==> src/rtl/imem_boot_loader.sv <==
// imem_boot_loader: receives a length-prefixed byte stream, packs it into 32-bit
// little-endian words, writes them to consecutive instruction memory addresses,
// then releases the core and hands the memory address port to the fetch path.
// Optional feature macro: IMEM_LOAD_CHECKSUM_EN (8-bit XOR checksum byte after payload).
module imem_boot_loader #(
  parameter int DEPTH = 256,
  parameter int WIDTH = 32,
  localparam int AW = $clog2(DEPTH)
) (
  input  logic             clk,
  input  logic             rst,
  input  logic             start,
  input  logic [7:0]       rx_data,
  input  logic             rx_valid,
  output logic             rx_ready,
  input  logic [AW-1:0]    pc_addr,
  output logic             mem_we,
  output logic [AW-1:0]    mem_addr,
  output logic [WIDTH-1:0] mem_wdata,
  output logic             core_hold,
  output logic             busy,
  output logic             done,
  output logic             error
);

  typedef enum logic [2:0] {IDLE, HDR0, HDR1, LOAD, CHECK, FLUSH, RUN, ERROR} state_t;

  state_t        state, nxt;
  logic [7:0]    len_lo;
  logic [15:0]   len;
  logic [1:0]    bcnt;
  logic [AW-1:0] wcnt;
  logic [AW-1:0] load_addr;
  logic [23:0]   wbuf;
`ifdef IMEM_LOAD_CHECKSUM_EN
  logic [7:0]    csum;
`endif

  logic        acc, start_ok, last_word, hdr_bad;
  logic [15:0] len_new;

  // rx_ready is a pure decode of the state register, so no rx_valid->rx_ready path
  assign rx_ready  = (state == HDR0) || (state == HDR1) || (state == LOAD) || (state == CHECK);
  assign busy      = rx_ready || (state == FLUSH);
  assign done      = (state == RUN);
  assign error     = (state == ERROR);
  assign core_hold = (state != RUN);
  assign mem_addr  = done ? pc_addr : load_addr;

  assign acc       = rx_valid && rx_ready;
  assign start_ok  = start && ((state == IDLE) || (state == RUN) || (state == ERROR));
  assign len_new   = {rx_data, len_lo};
  assign hdr_bad   = (len_new == 16'd0) || (32'(len_new) > DEPTH);
  assign last_word = (16'(wcnt) == (len - 16'd1));

  // state register
  always_ff @(posedge clk) begin
    if (rst) state <= IDLE;
    else     state <= nxt;
  end

  // next-state decode
  always_comb begin
    nxt = state;
    case (state)
      IDLE, RUN, ERROR: if (start) nxt = HDR0;
      HDR0: if (acc) nxt = HDR1;
      HDR1: if (acc) nxt = hdr_bad ? ERROR : LOAD;
      LOAD: if (acc && bcnt == 2'd3 && last_word) begin
`ifdef IMEM_LOAD_CHECKSUM_EN
        nxt = CHECK;
`else
        nxt = FLUSH;
`endif
      end
`ifdef IMEM_LOAD_CHECKSUM_EN
      CHECK: if (acc) nxt = (rx_data == csum) ? RUN : ERROR;
`endif
      FLUSH: nxt = RUN;
      default: nxt = IDLE;
    endcase
  end

  // header capture, word assembly and single-cycle write strobe
  always_ff @(posedge clk) begin
    if (rst) begin
      mem_we    <= 1'b0;
      mem_wdata <= '0;
      load_addr <= '0;
      bcnt      <= '0;
      wcnt      <= '0;
      len_lo    <= '0;
      len       <= '0;
      wbuf      <= '0;
`ifdef IMEM_LOAD_CHECKSUM_EN
      csum      <= '0;
`endif
    end else begin
      mem_we <= 1'b0;
      if (start_ok) begin
        bcnt <= '0;
        wcnt <= '0;
`ifdef IMEM_LOAD_CHECKSUM_EN
        csum <= '0;
`endif
      end else if (acc) begin
        case (state)
          HDR0: len_lo <= rx_data;
          HDR1: len    <= len_new;
          LOAD: begin
            bcnt <= bcnt + 2'd1;
`ifdef IMEM_LOAD_CHECKSUM_EN
            csum <= csum ^ rx_data;
`endif
            case (bcnt)
              2'd0: wbuf[7:0]   <= rx_data;
              2'd1: wbuf[15:8]  <= rx_data;
              2'd2: wbuf[23:16] <= rx_data;
              default: begin
                mem_wdata <= {rx_data, wbuf};
                load_addr <= wcnt;
                mem_we    <= 1'b1;
                wcnt      <= wcnt + AW'(1);
              end
            endcase
          end
          default: ;
        endcase
      end
    end
  end

endmodule

==> config.mk <==
export PLATFORM = sky130hd
export DESIGN_NAME = imem_boot_loader
export DESIGN_NICKNAME = d
export VERILOG_FILES = /design/src/rtl/imem_boot_loader.sv
export SDC_FILE = /design/constraint.sdc
export NUM_CORES = 1
export LEC_CHECK = 0
export ABC_AREA = 1
export BUFFER_PORTS_ARGS = -buffer_cell sky130_fd_sc_hd__buf_2
export CAP_MARGIN = 20
export CORE_AREA = 5 5 129 131
export DETAILED_ROUTE_END_ITERATION = 10
export DIE_AREA = 0 0 134 136
export GPL_ROUTABILITY_DRIVEN = 0
export SYNTH_ARGS = -nofsm -noshare
export SYNTH_HDL_FRONTEND = slang
export SYNTH_SLANG_ARGS = --single-unit
export TNS_END_PERCENT = 30
==> constraint.sdc <==
create_clock -name clk -period 2.5 [get_ports clk]
set_clock_uncertainty 0.1 [all_clocks]
set_input_delay 0.25 -clock clk [delete_from_list [all_inputs] [get_ports clk]]
set_output_delay 0.25 -clock clk [all_outputs]
set_load 0.02 [all_outputs]
After elaboration in Yosys (flattened, before gate mapping)
Index checks and enable logic that the tools add are counted.
- register bits: 102
- bits in latches: 0
- bits in writable memories: 0
- bits in read-only memories: 0
- input port bits: 20
- word-level logic and storage cells: 70
- memories: 0
- add/subtract/negate cells: 3
- multiply operators: 0
- divide/modulo/power cells: 0
- $lt $le $gt $ge: 1
- equality and inequality tests: 16
- shifts and indexed selects: 0
- multiplexer cells: 8
- bitwise logic cells: 4
- reductions and logical operators: 27
- operator list (cell ; number):
    4-bit AND reduction ; 5
    8-bit by 16-bit equality test with 1-bit output ; 1
    16-bit by 9-bit > comparator with 1-bit output, second input constant ; 1
    16-bit zero test ; 1
    16-bit by 1-bit subtractor with 16-bit output, second input constant ; 1
    3-bit 2-to-1 mux ; 5
    3-bit case mux with 5 select lines ; 1
    3-bit equality test, second input constant ; 4
    3-bit AND reduction ; 3
    8-bit by 1-bit adder with 8-bit output, second input constant ; 1
    8-bit 2-to-1 mux ; 1
    1-bit logical OR ; 7
    3-bit by 2-bit equality test with 1-bit output, second input constant ; 2
    2-bit inequality test, second input constant ; 3
    3-bit OR reduction ; 2
    2-bit equality test, second input constant ; 2
    1-bit logical AND ; 4
    1-bit NOT ; 4
    4-bit OR reduction ; 1
    3-bit by 1-bit equality test with 1-bit output, second input constant ; 1
    3-bit zero test ; 1
    3-bit inequality test, second input constant ; 1
    2-bit by 1-bit adder with 2-bit output, second input constant ; 1
    2-bit by 1-bit equality test with 1-bit output, second input constant ; 1
    5 further kinds ; 5

Longest topological paths before layout
Gate-level depths: netlist (run 1).
- depth after elaboration: 9
- gate-level depth with buffers: 19
- mapped depth without buffers: 19

Least setup slack after synthesis (run 1)
Ideal clock, no wire load.
- kind: reg-to-output
- start: register state[0]
- end: output mem_addr[0]
- arrival: 1.571 ns
- path slack: 0.579 ns
- stages on the path, launching flop included: 7
- buffers on the path: 0
- path through: dfxtp_1 -> inv_1 -> nand2_1 -> nor2_2 -> clkinv_1 -> nand2_1 -> nand2_1
- cells in the longest elaborated chain, start to end: 2
- ends and longest elaborated chain (what ; RTL line ; text):
    start, declared ; 28 ; state_t state, nxt;
    start signal, assigned ; 59 ; else state <= nxt;
    3-bit equality test ; 45 ; assign done = (state == RUN);
    net done ; 22 ; output logic done,
    8-bit 2-to-1 mux ; 48 ; assign mem_addr = done ? pc_addr : load_addr;
    end, declared ; 18 ; output logic [AW-1:0] mem_addr,
The timed path passes the listed nets, and every way through them passes these cells.

Worst setup path in the final report (run 1)
- start: register state[2]
- end: output mem_addr[1]
- cells in the longest elaborated chain, start to end: 2
- ends and longest elaborated chain (what ; RTL line):
    3-bit equality test ; 45
    8-bit 2-to-1 mux ; 48
Every way passes these cells.

==> flow_metrics.env, run 1 <==
export IMPL_leakagePower_nw=2.31
export IMPL_dieHeight_um=136
export IMPL_r2r_start="state[2]"
export IMPL_cts_tree="done"
export IMPL_ys_seq_elements=102
export IMPL_track_usage=0.125
export IMPL_cts_root_buf="clkbuf_16"
export IMPL_layout_common_cells="nand2_1, dfxtp_1, a21oi_1, o21ai_0, inv_1"
export IMPL_ioPinCount=66
export IMPL_grt_max_degree=75
export IMPL_start_util=0.289
export IMPL_antenna_cells=0
export IMPL_syn_nets=642
export IMPL_synth_top_area_cell="dfxtp_1"
export IMPL_htreeDepth=3
export IMPL_fin_crit_sh=0.873
export IMPL_slew_violations=0
export IMPL_hold_buffers=0
export IMPL_numCtsBuffers=9
export IMPL_synth_top_cell_area_share=0.456
export IMPL_core_mm2=0.0155
export IMPL_vias=3974
export IMPL_path_clk_slew_ns=0.07
export IMPL_dpl_hpwl_um=7780
export IMPL_grt_pass1_wl_um=18500
export IMPL_timing_hold_ws_ns=0.0832
export IMPL_cts_path_max_buffers=2
export IMPL_ys_async_sr_fraction=0
export IMPL_die_x_um=134
export IMPL_dp_cells=851
export IMPL_via_per_inst=4.58
export IMPL_worstReg2RegEnd="wbuf[6]"
export IMPL_seq_area_frac_synth=0.456
export IMPL_worstMarginPinSlew_ns=0.595
export IMPL_path_max_fanout=9
export IMPL_drc=0
export IMPL_max_freq_ghz=0.458
export IMPL_stdcell_count=867
export IMPL_cts_sinks=102
export IMPL_status="finished, final reports clean"
export IMPL_post_cts_buffers=0
export IMPL_syn_inst=615
export IMPL_ir_worst_vdd_v=0.000345
export IMPL_cp_arrival_ns=1.83
export IMPL_port_buffers=65
export IMPL_crit_path_end_kind="primary output"
export IMPL_critPathRequiredTime_ns=2.15
export IMPL_row_count=46
export IMPL_wl_per_cell_um=12.7
export IMPL_r2r_setup_slack_ns=0.39
export IMPL_crit_type="flip-flop to primary output"
export IMPL_tns_ns=0
export IMPL_synthDistinctLibCells=32
export IMPL_final_common_cell="nand2_1"
export IMPL_synth_edf_count=0
export IMPL_layout_drive_gt1_share=0.159
export IMPL_clkLatencyLatePin_ns=0.34
export IMPL_rsz0062_at_grt="no"
export IMPL_grt_pass1_vias=3780
export IMPL_hp_class="input pin to flip-flop"
export IMPL_hold_viol=0
export IMPL_worstSetupStartpointType="flip-flop"
export IMPL_maxCapViolations=0
export IMPL_antenna_found_initial=0
export IMPL_n_fill_cell=1657
export IMPL_drt_iter0_drc=323
export IMPL_crit_end="mem_addr[1]"
export IMPL_syn2layout_area_growth_pct=17.1
export IMPL_final_util=0.339
export IMPL_startpoint="state[2]"
export IMPL_drt_total_wl_um=11000
export IMPL_dr_pass1_iters=5
export IMPL_cts_resized=0
export IMPL_synthTopCellsByArea="dfxtp_1, a21oi_1, o21ai_0, nand2_1, inv_1"
export IMPL_setup_viol=0
export IMPL_gr_total_overflow=0
export IMPL_ant_nets=0
export IMPL_synth_warnings=0
export IMPL_synth_area_per_cell_um2=7.28
export IMPL_nets=697
export IMPL_synth_area_mm2=0.00448
export IMPL_r2r_cells=7
export IMPL_die_area_mm2=0.0182
export IMPL_max_slew_margin=0.599
export IMPL_synth_ff_type="dfxtp_1"
export IMPL_min_period_ns=2.18
export IMPL_powerDensity_mw_per_mm2=803
## worst min-delay path by stage
stage            start           end  cells after the start  slack [ns]
2_1_floorplan      rst       len[15]                      1        0.22
3_3_place_gp   wbuf[5]  mem_wdata[5]                      2        0.34
3_5_place_dp   wbuf[7]       wbuf[7]                      2        0.35
4_1_cts            rst       len[15]                      2        0.07
5_1_grt            rst       len[15]                      2        0.08
6_report           rst      state[2]                      2        0.08
## power by group
part / internal, mW / leakage (nW) / switching [mW]
clock: 0.695 / 0.141 / 0.636
sequential: 1.71 / 0.823 / 0.0781
combinational: 0.363 / 1.35 / 0.730
total: 2.77 / 2.31 / 1.44
## per-layer routing
layer | up-vias | GRT usage | share of wire | wire length [um]
met5 | - | 0 | 0 | 0
met4 | 0 | 0.0291 | 0.0081 | 89
met3 | 8 | 0.0329 | 0.046 | 509
met2 | 87 | 0.201 | 0.46 | 5060
met1 | 1764 | 0.169 | 0.49 | 5380
li1 | 2115 | - | - | -
## area by class of cell
type	count	area, um^2	area share
clock buffer	10	229	0.0437
clock inverter	6	53.8	0.0103
inverter	78	295	0.0563
multi-input combinational	409	2010	0.383
sequential	102	2040	0.389
tap	192	240	0.0458
timing repair buffer	70	375	0.0716
## flip-flops by register name, indices dropped and copies added (netlist names)
register,count
mem_wdata,32
len_lo,8
state,3
bcnt,2
mem_we,1
load_addr,8
len,16
wcnt,8
wbuf,24
## cells in the mapped netlist, types with 2 or more instances
library cell	instances
nand2_1	105
dfxtp_1	102
a21oi_1	94
o21ai_0	80
inv_1	71
nor2_1	53
nand3_1	25
clkbuf_1	13
o21ai_1	11
buf_2	8
ha_1	7
inv_2	5
nor3_1	5
nor2_4	4
buf_4	3
nand2_2	3
nand4_1	3
nor2_2	3
nor4_1	3
buf_6	2
nand2_4	2
nor3b_1	2
xor2_1	2
## worst max-delay path, stage by stage (launching register included)
cell and delay, ns:
dfxtp_1 0.55, inv_4 0.08, nor2_2 0.19, clkinv_1 0.31
nand2_1 0.15, nand2_1 0.06, buf_2 0.15
## cell families (layout without fill, tap and decap cells)
| group | after synthesis | in the layout | share of synthesized area |
|---|---|---|---|
| AOI/OAI and AO/OA | 187 | 187 | 0.210 |
| xor gates and xnor gates | 3 | 3 | 0.00894 |
| adders and majority gates | 7 | 7 | 0.0196 |
| buffers and inverters | 104 | 164 | 0.0958 |
| DFF | 102 | 102 | 0.456 |
| and+or+nand+nor | 212 | 212 | 0.210 |
## stage by stage
step,total power [mW],cell area [um^2],worst slack (ns)
detailed placement,2.92,4960,0.406
CTS,4.27,5240,0.270
global route,4.50,5240,0.139
floorplan,2.66,4480,0.579
global placement,2.92,4960,0.433
finish,4.21,5240,0.318
(Power assumes the default switching activity.)
==> inputs of run 2 (changes only) <==
--- a/config.mk
+++ b/config.mk
@@ -6,11 +6,12 @@
 export NUM_CORES = 1
 export LEC_CHECK = 0
 export ABC_AREA = 1
-export BUFFER_PORTS_ARGS = -buffer_cell sky130_fd_sc_hd__buf_2
+export ABC_CLOCK_PERIOD_IN_PS = 2500
 export CAP_MARGIN = 20
 export CORE_AREA = 5 5 129 131
 export DETAILED_ROUTE_END_ITERATION = 10
 export DIE_AREA = 0 0 134 136
+export DONT_BUFFER_PORTS = 1
 export GPL_ROUTABILITY_DRIVEN = 0
 export SYNTH_ARGS = -nofsm -noshare
 export SYNTH_HDL_FRONTEND = slang
==> run 2 against run 1 <==
Effect of this change: non-clock buffer count is 50 lower; combinational power is 4% lower; clock-buffer cell count stayed put; flip-flop and latch count stayed put; hold slack worse by 0.068 ns; via count is 4.8% lower; highest routed layer unchanged; worst setup slack worse by 0.089 ns; cell count is 5.8% lower.
==> flow_metrics.env, run 2 (same netlist as run 1, synthesis figures left out) <==
export IMPL_port_buffers=0
export IMPL_ioPinCount=66
export IMPL_track_usage=0.129
export IMPL_grt_pass1_vias=3578
export IMPL_setup_slack_ns=0.229
export IMPL_cpPeakStageDelay_ns=0.56
export IMPL_startpoint="state[2]"
export IMPL_r2r_cells=10
export IMPL_drt_iter0_drc=170
export IMPL_path_common_cell="nand2_1"
export IMPL_layout_drive_gt1_share=0.0752
export IMPL_path_max_fanout=31
export IMPL_core_mm2=0.0155
export IMPL_crit_type="flip-flop to flip-flop"
export IMPL_cp_num_cells=10
export IMPL_crit_end="len[15]"
export IMPL_hp_class="input pin to flip-flop"
export IMPL_layout_common_cells="nand2_1, dfxtp_1, a21oi_1, o21ai_0, inv_1"
export IMPL_rsz0062_at_grt="no"
export IMPL_multiInputGateArea_mm2=0.00201
export IMPL_ir_worst_vdd_v=0.000412
export IMPL_crit_path_end_kind="flip-flop"
export IMPL_start_util=0.289
export IMPL_n_fill_cell=1660
export IMPL_drc=0
export IMPL_fin_area_mm2=0.00508
export IMPL_critPathSlowestCell="dlygate4sd3_1"
export IMPL_grt_pass1_wl_um=18700
export IMPL_fin_crit_sh=0.908
export IMPL_critical_path_top_delay_family="buffers and inverters"
export IMPL_critPathRequiredTime_ns=2.69
export IMPL_status="finished, final reports clean"
export IMPL_r2r_setup_slack_ns=0.23
export IMPL_powerDensity_mw_per_mm2=838
export IMPL_worstMarginPinSlew_ns=0.532
export IMPL_min_period_ns=2.27
export IMPL_largest_reg_flops=32
export IMPL_final_common_cell="nand2_1"
export IMPL_antenna_cells=0
export IMPL_grt_max_degree=48
export IMPL_max_freq_ghz=0.440
export IMPL_path_clk_slew_ns=0.07
export IMPL_cts_path_max_buffers=2
export IMPL_wl_per_cell_um=14.1
export IMPL_hold_viol=0
export IMPL_dpl_hpwl_um=7800
export IMPL_slew_violations=0
export IMPL_worstReg2RegEnd="len[15]"
export IMPL_placed_area_mm2=0.00466
export IMPL_critPathBufInv=4
export IMPL_syn2layout_area_growth_pct=13.4
export IMPL_numCtsBuffers=9
export IMPL_worstSetupStartpointType="flip-flop"
export IMPL_cts_root_buf="clkbuf_16"
export IMPL_via_per_inst=4.63
export IMPL_dieHeight_um=136
export IMPL_gr_total_overflow=0
export IMPL_maxCapViolations=0
export IMPL_dr_pass1_iters=5
export IMPL_path_cells="inv_4 > o21ai_1 > nand2_2 > nand2_4 > inv_1 > nand2_1 > buf_4 > nand2_1 > a21oi_1 > dlygate4sd3_1"
export IMPL_cts_sinks=102
export IMPL_htreeDepth=3
export IMPL_vias=3784
export IMPL_cts_tree="done"
export IMPL_ant_nets=0
export IMPL_clkLatencyLatePin_ns=0.34
export IMPL_antenna_found_initial=0
export IMPL_row_count=46
export IMPL_die_x_um=134
export IMPL_max_slew_margin=0.644
export IMPL_setup_viol=0
export IMPL_total_power_mw=4.26
export IMPL_tns_ns=0
export IMPL_regArea_mm2=0.00204
export IMPL_pre_cts_slack_ns=0.348
export IMPL_r2r_start="state[2]"
export IMPL_leakagePower_nw=2.06
export IMPL_drt_total_wl_um=11500
export IMPL_cp_arrival_ns=2.46
export IMPL_nets=647
export IMPL_regMostFlops="mem_wdata"
export IMPL_reg_top3="mem_wdata (32), wbuf (24), len (16)"
export IMPL_die_area_mm2=0.0182
==> run 2: cell types whose count changed in the layout (fill, tap and decap cells not counted) <==
| cell | change |
|---|---|
| dlygate4sd3_1 | +12 |
| inv_6 | +2 |
| clkinv_2 | -1 |
| dfxtp_2 | +1 |
| buf_4 | +3 |
| buf_2 | -65 |
| dfxtp_1 | -1 |
| inv_8 | -1 |
| clkbuf_1 | -1 |
| clkinv_4 | -1 |
| clkinv_8 | +1 |
| clkbuf_8 | +1 |
==> run 2: worst reg2reg max path: stages, from the launching register on <==
cell,delay (ns)
dfxtp_2,0.44
inv_4,0.07
o21ai_1,0.10
nand2_2,0.16
nand2_4,0.12
inv_1,0.10
nand2_1,0.07
buf_4,0.27
nand2_1,0.09
a21oi_1,0.13
dlygate4sd3_1,0.56
==> run 2: layer usage <==
metal  track usage  routed length, um  up-vias
met2         0.207               5200       76
met3        0.0452                838        6
met1         0.169               5360     1680
met4        0.0274                112        0
li1              -                  -     2022
met5             0                  0        -
==> run 2: area by class of cell <==
type | count | area share
flip-flops and latches | 102 | 0.402
multi-input cells | 409 | 0.395
repair buffers | 20 | 0.0379
clock inverters | 6 | 0.0123
inverters | 78 | 0.0581
well taps | 192 | 0.0473
clock buffers | 10 | 0.0470
==> run 2: power by group <==
part	total (mW)	internal [mW]	switching, mW
sequential	1.80	1.71	0.0838
clock	1.41	0.732	0.678
combinational	1.05	0.343	0.707
total	4.26	2.79	1.47
==> run 2: repair_timing <==
item,CTS,global route
resized for setup,0,1
setup endpoints to repair,0,1
hold buffers,12,0
buffers inserted,0,0
endpoints found under the hold margin,36,0
==> run 2: metrics by stage <==
step           hold WS, ns  cells   util
5_1_grt             0.0159    817  0.328
6_report            0.0153    817  0.328
2_1_floorplan        0.219    615      -
4_1_cts            0.00370    817  0.328
3_5_place_dp         0.224    789  0.301
3_3_place_gp         0.222    789  0.301
==> run 2: worst min-delay path by stage <==
stage                    start        end  slack, ns  cells past startpoint
floorplan                  rst    len[15]       0.22                      1
global placement           rst   state[2]       0.22                      1
detailed placement         rst    len[15]       0.22                      1
CTS                 rx_data[0]     len[8]      0.004                      2
global route        rx_data[4]  len_lo[4]       0.02                      2
finish              rx_data[2]    len[10]       0.02                      2
==> inputs of run 3 (changes only) <==
--- a/config.mk
+++ b/config.mk
@@ -6,13 +6,16 @@
 export NUM_CORES = 1
 export LEC_CHECK = 0
 export ABC_AREA = 1
-export ABC_CLOCK_PERIOD_IN_PS = 2500
+export ABC_CLOCK_PERIOD_IN_PS = 2200
 export CAP_MARGIN = 20
+export CELL_PAD_IN_SITES_DETAIL_PLACEMENT = 0
+export CELL_PAD_IN_SITES_GLOBAL_PLACEMENT = 1
 export CORE_AREA = 5 5 129 131
 export DETAILED_ROUTE_END_ITERATION = 10
 export DIE_AREA = 0 0 134 136
 export DONT_BUFFER_PORTS = 1
 export GPL_ROUTABILITY_DRIVEN = 0
+export PLACE_DENSITY_LB_ADDON = 0.1
 export SYNTH_ARGS = -nofsm -noshare
 export SYNTH_HDL_FRONTEND = slang
 export SYNTH_SLANG_ARGS = --single-unit
==> constraint.sdc (replaced) <==
create_clock -name clk -period 2.2 [get_ports clk]
set_clock_uncertainty 0.1 [all_clocks]
set_input_delay 0.22 -clock clk [delete_from_list [all_inputs] [get_ports clk]]
set_output_delay 0.22 -clock clk [all_outputs]
set_load 0.02 [all_outputs]
==> run 3 against run 2 <==
Effect of this change: global-route usage up 1.5 points; first-iteration DRC count down 14%; final area up 1.0%; clock power up 26%; combinational power up 22%; largest power group unchanged.
==> flow_metrics.env, run 3 (same netlist as run 1, synthesis figures left out) <==
export IMPL_vias=3766
export IMPL_fin_crit_sh=0.912
export IMPL_hold_path_cell_count=3
export IMPL_rsz0062_at_grt="yes"
export IMPL_drt_iter0_drc=146
export IMPL_cts_tree="done"
export IMPL_drt_total_wl_um=12900
export IMPL_grt_pass1_wl_um=20300
export IMPL_grt_max_degree=46
export IMPL_worstMarginPinSlew_ns=0.504
export IMPL_post_cts_buffers=0
export IMPL_tns_ns=0
export IMPL_leakagePower_nw=2.08
export IMPL_max_freq_ghz=0.499
export IMPL_layout_common_cells="nand2_1, dfxtp_1, a21oi_1, o21ai_0, inv_1"
export IMPL_max_slew_margin=0.663
export IMPL_crit_path_end_kind="primary output"
export IMPL_ioPinCount=66
export IMPL_slew_violations=0
export IMPL_core_mm2=0.0155
export IMPL_pre_cts_slack_ns=0.0745
export IMPL_port_buffers=0
export IMPL_dr_pass1_iters=4
export IMPL_dieHeight_um=136
export IMPL_final_common_cell="nand2_1"
export IMPL_cp_arrival_ns=1.69
export IMPL_critPathRequiredTime_ns=1.88
export IMPL_antenna_found_initial=0
export IMPL_worstReg2RegEnd="state[1]"
export IMPL_min_delay_start="start"
export IMPL_worstSetupStartpointType="flip-flop"
export IMPL_r2r_cells=16
export IMPL_die_area_mm2=0.0182
export IMPL_path_clk_slew_ns=0.07
export IMPL_htreeDepth=3
export IMPL_antenna_cells=0
export IMPL_maxCapViolations=0
export IMPL_hold_viol=0
export IMPL_largest_reg_flops=32
export IMPL_syn2layout_area_growth_pct=14.6
export IMPL_reg_top3="mem_wdata (32), wbuf (24), len (16)"
export IMPL_die_x_um=134
export IMPL_total_power_mw=5.09
export IMPL_start_util=0.289
export IMPL_gr_total_overflow=0
export IMPL_cts_path_max_buffers=2
export IMPL_nets=648
export IMPL_row_count=46
export IMPL_drc=0
export IMPL_min_period_ns=2.01
export IMPL_setup_viol=0
export IMPL_path_max_fanout=9
export IMPL_n_fill_cell=1695
export IMPL_dpl_hpwl_um=8930
export IMPL_hold_end="state[2]"
export IMPL_hp_class="input pin to flip-flop"
export IMPL_regMostFlops="mem_wdata"
export IMPL_r2r_start="len[0]"
export IMPL_cts_sinks=102
export IMPL_startpoint="state[0]"
export IMPL_via_per_inst=4.60
export IMPL_wl_per_cell_um=15.7
export IMPL_cts_root_buf="clkbuf_16"
export IMPL_powerDensity_mw_per_mm2=992
export IMPL_r2r_setup_slack_ns=0.19
export IMPL_ant_nets=0
export IMPL_crit_type="flip-flop to primary output"
export IMPL_layout_drive_gt1_share=0.0895
export IMPL_numCtsBuffers=9
export IMPL_grt_pass1_vias=3663
export IMPL_setup_slack_ns=0.194
export IMPL_timing_hold_ws_ns=0.0218
export IMPL_ir_worst_vdd_v=0.000386
export IMPL_clkLatencyLatePin_ns=0.35
export IMPL_track_usage=0.144
export IMPL_status="finished, final reports clean"
run 3: changes by cell type in the layout (fill, tap and decap cells not counted), moves of 2 or more:
cell | previous run | this run
buf_4 | 7 | 11
bufinv_16 | 0 | 2
dlygate4sd3_1 | 12 | 9
inv_6 | 3 | 1
run 3: layout make-up:
| cell class | instances | area, um^2 | share of cell area |
|---|---|---|---|
| flip-flops and latches | 102 | 2040 | 0.398 |
| multi-input cells | 409 | 2030 | 0.395 |
| inverters | 78 | 299 | 0.0583 |
| clock buffers | 11 | 243 | 0.0473 |
| well taps | 192 | 240 | 0.0468 |
| repair buffers | 21 | 193 | 0.0375 |
| clock inverters | 5 | 88.8 | 0.0173 |
run 3: layer usage:
layer  vias to the layer above  global-route usage  wire [um]
li1                       2011                   -          -
met1                      1693               0.177       5970
met2                        49               0.248       6260
met3                        13              0.0400        513
met4                         0              0.0366        135
met5                         -                   0          0
run 3: timing repair:
item,4_1_cts,5_1_grt
hold endpoints to repair,48,0
setup endpoints to repair,0,41
hold buffers,9,0
resized for setup,0,8
run 3: worst max-delay path by stage:
stage / end / slack (ns)
final: mem_addr[2] / 0.19
after global routing: state[0] / -0.05
after CTS: mem_addr[5] / 0.007
after detailed placement: state[1] / 0.07
after global placement: state[1] / 0.03
after floorplan: mem_addr[0] / 0.31
run 3: report_power, final:
group	switching, mW	total (mW)	internal, mW
logic	0.852	1.28	0.433
clock network	0.725	1.77	1.04
registers	0.0922	2.04	1.95
total	1.67	5.09	3.42
run 3: worst max-delay path: stages (launching register included):
cell     delay, ns
dfxtp_1       0.34
inv_1         0.12
nand2_1       0.16
nor2_4        0.20
buf_4         0.26
nand2_1       0.07
nand2_1       0.18
run 3: through the flow:
step / area (um^2) / std cells / utilization
detailed placement: 4690 / 793 / 0.303
global route: 5130 / 818 / 0.332
global placement: 4690 / 793 / 0.303
finish: 5130 / 818 / 0.332
floorplan: 4480 / 615 / -
CTS: 5110 / 818 / 0.330
